## src/rtl/env_detect_if.sv

```systemverilog
// env_detect bus: sample stream and tracking controls in,
// envelope and gate out.
interface env_detect_if;
  logic              sample_valid;
  logic signed [7:0] sample;
  logic        [7:0] ai;
  logic        [7:0] ri;
  logic        [7:0] th_on;
  logic        [7:0] th_off;
  logic        [7:0] hold;
  logic        [7:0] envelope;
  logic              gate;
  logic              onset;

  modport master (
    output sample_valid, sample, ai, ri,
    output th_on, th_off, hold,
    input  envelope, gate, onset
  );

  modport slave (
    input  sample_valid, sample, ai, ri,
    input  th_on, th_off, hold,
    output envelope, gate, onset
  );
endinterface

```

## src/rtl/env_detect.sv

```systemverilog
// Envelope follower with attack/release slew and a
// hysteretic note gate that holds off for a programmable time.
module env_detect (
  input logic         clk,
  input logic         rst,
  env_detect_if.slave bus
);
  typedef enum logic [1:0] {
    IDLE,
    ON,
    HOLD
  } state_t;

  state_t     r_state;
  logic [7:0] r_env;
  logic [7:0] r_cnt;
  logic       r_gate;
  logic       r_onset;

  logic [7:0] w_abs;
  logic [7:0] w_mag;
  logic [8:0] w_sum;
  logic [8:0] w_diff;
  logic [7:0] w_next;

  // rectify, saturate to 127 and double so the range spans 0..254
  always_comb begin
    w_abs = bus.sample[7] ? (8'd0 - bus.sample) : bus.sample;
    w_mag = w_abs[7] ? 8'd254 : {w_abs[6:0], 1'b0};
  end

  // slew toward mag without overshoot or wrap
  always_comb begin
    w_sum  = {1'b0, r_env} + {1'b0, bus.ai};
    w_diff = {1'b0, r_env} - {1'b0, bus.ri};
    w_next = r_env;
    unique case (1'b1)
      (w_mag > r_env):
        w_next = (w_sum > {1'b0, w_mag}) ? w_mag : w_sum[7:0];
      (w_mag < r_env):
        w_next = (w_diff[8] || (w_diff[7:0] < w_mag))
                 ? w_mag : w_diff[7:0];
      default:
        w_next = r_env;
    endcase
  end

  // envelope register and gate FSM, judged on the incoming envelope
  always_ff @(posedge clk or posedge rst) begin
    if (rst) begin
      r_state <= IDLE;
      r_env   <= 8'd0;
      r_cnt   <= 8'd0;
      r_gate  <= 1'b0;
      r_onset <= 1'b0;
    end else begin
      r_onset <= 1'b0;
      if (bus.sample_valid) begin
        r_env <= w_next;
        unique case (r_state)
          IDLE: begin
            if (w_next >= bus.th_on) begin
              r_state <= ON;
              r_gate  <= 1'b1;
              r_onset <= 1'b1;
            end
          end
          ON: begin
            if (w_next < bus.th_off) begin
              if (bus.hold == 8'd0) begin
                r_state <= IDLE;
                r_gate  <= 1'b0;
              end else begin
                r_state <= HOLD;
                r_cnt   <= bus.hold;
              end
            end
          end
          HOLD: begin
            if (w_next >= bus.th_on) begin
              r_state <= ON;
            end else if (r_cnt == 8'd1) begin
              r_state <= IDLE;
              r_gate  <= 1'b0;
            end else begin
              r_cnt <= r_cnt - 8'd1;
            end
          end
          default: begin
            r_state <= IDLE;
            r_gate  <= 1'b0;
          end
        endcase
      end
    end
  end

  assign bus.envelope = r_env;
  assign bus.gate     = r_gate;
  assign bus.onset    = r_onset;
endmodule

```

## src/flat_wrapper.sv

```systemverilog
// flat-port wrapper written by rule: the top's interface ports become plain ports
module env_detect_flat 
  (clk, rst, bus_sample_valid, bus_sample, bus_ai, bus_ri, bus_th_on, bus_th_off, bus_hold, bus_envelope, bus_gate, bus_onset);
  env_detect_if bus_i ();
  input logic clk;
  input logic rst;
  input wire logic [$bits(bus_i.sample_valid)-1:0] bus_sample_valid;
  input wire logic [$bits(bus_i.sample)-1:0] bus_sample;
  input wire logic [$bits(bus_i.ai)-1:0] bus_ai;
  input wire logic [$bits(bus_i.ri)-1:0] bus_ri;
  input wire logic [$bits(bus_i.th_on)-1:0] bus_th_on;
  input wire logic [$bits(bus_i.th_off)-1:0] bus_th_off;
  input wire logic [$bits(bus_i.hold)-1:0] bus_hold;
  output wire logic [$bits(bus_i.envelope)-1:0] bus_envelope;
  output wire logic [$bits(bus_i.gate)-1:0] bus_gate;
  output wire logic [$bits(bus_i.onset)-1:0] bus_onset;
  assign bus_i.sample_valid = bus_sample_valid;
  assign bus_i.sample = bus_sample;
  assign bus_i.ai = bus_ai;
  assign bus_i.ri = bus_ri;
  assign bus_i.th_on = bus_th_on;
  assign bus_i.th_off = bus_th_off;
  assign bus_i.hold = bus_hold;
  assign bus_envelope = bus_i.envelope;
  assign bus_gate = bus_i.gate;
  assign bus_onset = bus_i.onset;
  env_detect u_core (.clk(clk), .rst(rst), .bus(bus_i));
endmodule
```

## config.mk

```make
export PLATFORM = sky130hd
export DESIGN_NAME = env_detect_flat
export DESIGN_NICKNAME = d
export VERILOG_FILES = /design/src/rtl/env_detect_if.sv /design/src/rtl/env_detect.sv /design/src/flat_wrapper.sv
export SDC_FILE = /design/constraint.sdc
export NUM_CORES = 1
export LEC_CHECK = 0
export CORE_UTILIZATION = 39
export CTS_BUF_LIST = sky130_fd_sc_hd__clkbuf_8 sky130_fd_sc_hd__clkbuf_16
export CTS_CLUSTER_SIZE = 14
export DETAILED_ROUTE_END_ITERATION = 6
export MAX_ROUTING_LAYER = met4
export PLACE_DENSITY_LB_ADDON = 0.3
export SKIP_LAST_GASP = 1
export SLEW_MARGIN = 15
export SYNTH_ARGS = -nofsm -noshare
export SYNTH_HDL_FRONTEND = slang
export SYNTH_SLANG_ARGS = --single-unit
```

## constraint.sdc

```tcl
create_clock -name clk -period 5.88 [get_ports clk]
set_input_delay 0.882 -clock clk [delete_from_list [all_inputs] [get_ports clk]]
set_output_delay 0.882 -clock clk [all_outputs]
set_load 0.01 [all_outputs]
```

==> flow_summary.yaml <==
synth:
  synthArstFlopShare_pct: 100
  synth_area_um2: 3200
  synth_flop_cell: "dfrtp_1"
  yosysSeqAreaShare_pct: 15.6
  syn_nets: 521
  syn_inst: 414
  synth-edff-count: 0
  synth-seq-cells: 20
  yosysUniqueCellTypes: 59
  yosysWarnings: 0
  synth.avg_cell_area_um2: 7.74
placed_design:
  place_area_um2: 4480
  gp_congestion: 0.949
  place_inst: 645
  io_buffers: 60
  dp_hpwl_um: 8220
pwr:
  seqPwrFrac_pct: 9.0
  clkPwrFrac_pct: 4.4
  ir_drop_uv: 313
  leakagePower_nw: 2.25
  switching_share_pct: 47.0
  powerDensity_nw_per_um2: 641
  power_frac_comb_pct: 86.6
  p_switching_mw: 1.48
  p_int_mw: 1.67
cts:
  cts_buffers: 3
  clock-root-buffer: "clkbuf_8"
  cts_sinks: 20
  cts_tree: "done"
  clk_latency_ps: 260
  clk_pin_slew_ps: 80
  h-tree-depth: 1
  cts_buffer_depth: 2
  cts_hold_buf: 0
grt:
  grt_pass1_wl_um: 16600
  grt_usage_pct: 24.6
  grt_pass1_vias: 3481
  antenna_found_initial: 0
  gr-total-overflow: 0
  grt_max_degree: 21
drt:
  drc_errors: 0
  drt_iter0_drc: 207
  postRouteAntennaNets: 0
  vias: 3649
  wirelength_um: 10500
  first_pass_iters: 4
  wl_per_cell_um: 16.0
  via_per_inst: 5.57
sta:
  worst_pin_slew_ps: 765
  slew_violations: 0
  fin_worst_skew_ps: 2.73
  setup_viol: 0
  slew_headroom_pct: 49.0
  fin_crit_ps: 5730
  clock.fmax_mhz: 175
  period_share_pct: 97.4
  finalHoldViolations: 0
  timing.setup.tns_ps: 0
  whs_ps: 583
layout:
  areaGrowthSynthToFinish_pct: 53.3
  drive_gt1_share_pct: 27.5
  diodes: 0
  stdcell_count: 655
  nNetsFinal: 661
  nFillCells: 672
  fin_util_pct: 62.6
  fin_area_um2: 4910
setup_path:
  crit_path_end_kind: "register"
  worstPathMaxFanout: 8
  crit_type: "in2reg"
  worst_setup_path_start_kind: "input port"
  r2r_slack_ps: 460
  reg2reg_to: "u_core.r_cnt[5]"
  cp_data_arrival_time_ps: 5910
  r2r-start: "u_core.bus.envelope[0]"
  cp.required_ps: 6070
  worstRegToRegCells: 22
worst_hold_path:
  hp-start: "u_core.r_cnt[1]"
  hold_class: "reg2reg"
  whs_path_depth: 2
  min_to: "u_core.r_cnt[1]"
floorplanning:
  die_width_um: 92.6
  num_rows: 32
  core-area_um2: 7850
  die_y_um: 92.6
  dieArea_um2: 8580
  start_util_pct: 40.8
  design.portCount: 61
job:
  drv_cap: 0
outcome:
  status: "completed"
cell usage in the layout (no fill, tap or decap), drive strengths merged, types with 4 or more instances in the layout:
cell type / synthesis / routed
a211oi: 6 / 6
a21oi: 31 / 31
buf: 2 / 80
clkdlybuf4s50: 0 / 56
dfrtp: 20 / 20
ha: 54 / 54
inv: 49 / 49
mux2: 8 / 8
mux2i: 17 / 17
nand2: 36 / 36
nand2b: 6 / 6
nand3: 10 / 10
nand4: 4 / 4
nor2: 34 / 34
nor2b: 6 / 6
nor3: 8 / 8
nor4: 9 / 9
o211ai: 5 / 5
o21a: 6 / 6
o21ai: 32 / 32
o221ai: 4 / 4
o22ai: 5 / 5
or3: 5 / 5
or4: 5 / 5
xnor2: 6 / 6
xor2: 4 / 4
routing by layer:
metal	vias to the layer above	GRT usage [%]	wire [um]
met5	-	-	0
met4	0	2.69	173
met3	14	2.96	620
met2	118	40.7	4920
met1	1722	33.5	4750
li1	1795	-	-
final cells by class:
class	instances	area, um^2	area share (%)
clock buffers	3	41.3	0.841
clock inverters	1	30.0	0.612
inverters	50	188	3.82
multi-input cells	339	2790	56.8
flip-flops and latches	20	500	10.2
well taps	102	128	2.60
repair buffers	140	1240	25.2
through the flow:
step | setup slack, ps | power (mW)
3_3_place_gp | -479 | 2.48
6_report | 154 | 3.15
2_1_floorplan | 11.3 | 1.62
3_5_place_dp | -668 | 2.55
5_1_grt | -53.1 | 3.39
4_1_cts | 10.9 | 2.85
logic make-up after synthesis:
family                   synth area share (%)
adder cells (fa/ha/maj)                  22.3
XOR/XNOR                                 2.73
buffers and inverters                    6.60
flip-flops                               15.6
AO/OA/AOI/OAI                            24.1
multiplexers                             8.13
AND/OR/NAND/NOR                          20.5
worst max-delay path, stage by stage:
cell	delay, ps
dlygate4sd2_1	240
ha_2	190
fa_2	370
a211o_1	300
a21oi_2	150
o21bai_1	90
xor2_1	170
ha_2	210
or4_4	530
a21oi_2	130
o21ai_2	80
a221oi_4	260
buf_12	170
mux2i_1	70
mux2_4	300
o21ai_4	200
ha_4	240
o22ai_2	180
nor2_2	70
a211oi_2	260
nor2_2	130
or4_4	550
a22oi_2	150
worst max path at each step:
stage	start	end
2_1_floorplan	bus_ai[0]	u_core.r_cnt[1]
3_3_place_gp	bus_ai[0]	u_core.r_cnt[6]
3_5_place_dp	bus_ai[0]	u_core.r_cnt[3]
4_1_cts	bus_sample[0]	u_core.r_cnt[5]
5_1_grt	bus_sample[3]	u_core.r_cnt[1]
6_report	bus_ai[0]	u_core.r_cnt[5]
sequential cells by signal, summed over array words and instances, names as in the netlist:
signal,count
u_core.r_cnt,8
u_core.r_state,2
u_core.bus.envelope,8
u_core.bus.onset,1
u_core.bus.gate,1
Yosys cell counts (3+ instances only):
library cell	instances	share of area [%]
nor2b_1	6	1.2
o21a_1	6	1.4
nand2_1	36	4.2
a21oi_1	30	4.7
ha_1	54	21
nor2_1	34	4.0
o21ai_0	18	2.8
o31a_1	3	0.82
nand2b_1	6	1.2
o21ai_1	13	2.0
mux2i_1	17	5.3
mux2_2	7	2.5
nand4_1	4	0.78
or3_1	5	0.98
o22ai_1	5	0.98
nor3_1	8	1.3
nor4_1	9	1.8
o221ai_1	4	1.1
or4_1	5	1.2
o211ai_1	5	1.2
dfrtp_1	20	16
clkbuf_1	3	0.35
a211oi_1	6	1.4
nand3_1	10	1.6
xor2_1	4	1.1
inv_1	49	5.7
xnor2_1	6	1.6
power groups by stage:
stage	clock network (mW)	logic (mW)	registers (mW)
after floorplan	0	1.33	0.287
after global placement	0	2.20	0.277
after detailed placement	0	2.27	0.276
after CTS	0.140	2.43	0.275
after global routing	0.148	2.96	0.288
final	0.139	2.72	0.282
timing repair:
| action | in CTS | in global routing |
|---|---|---|
| gates cloned | 0 | 0 |
| pin swaps | 27 | 21 |
| resized for setup | 25 | 44 |
| setup endpoints to repair | 11 | 11 |
| buffers inserted | 3 | 3 |
Power figures use the tool's default switching activity.
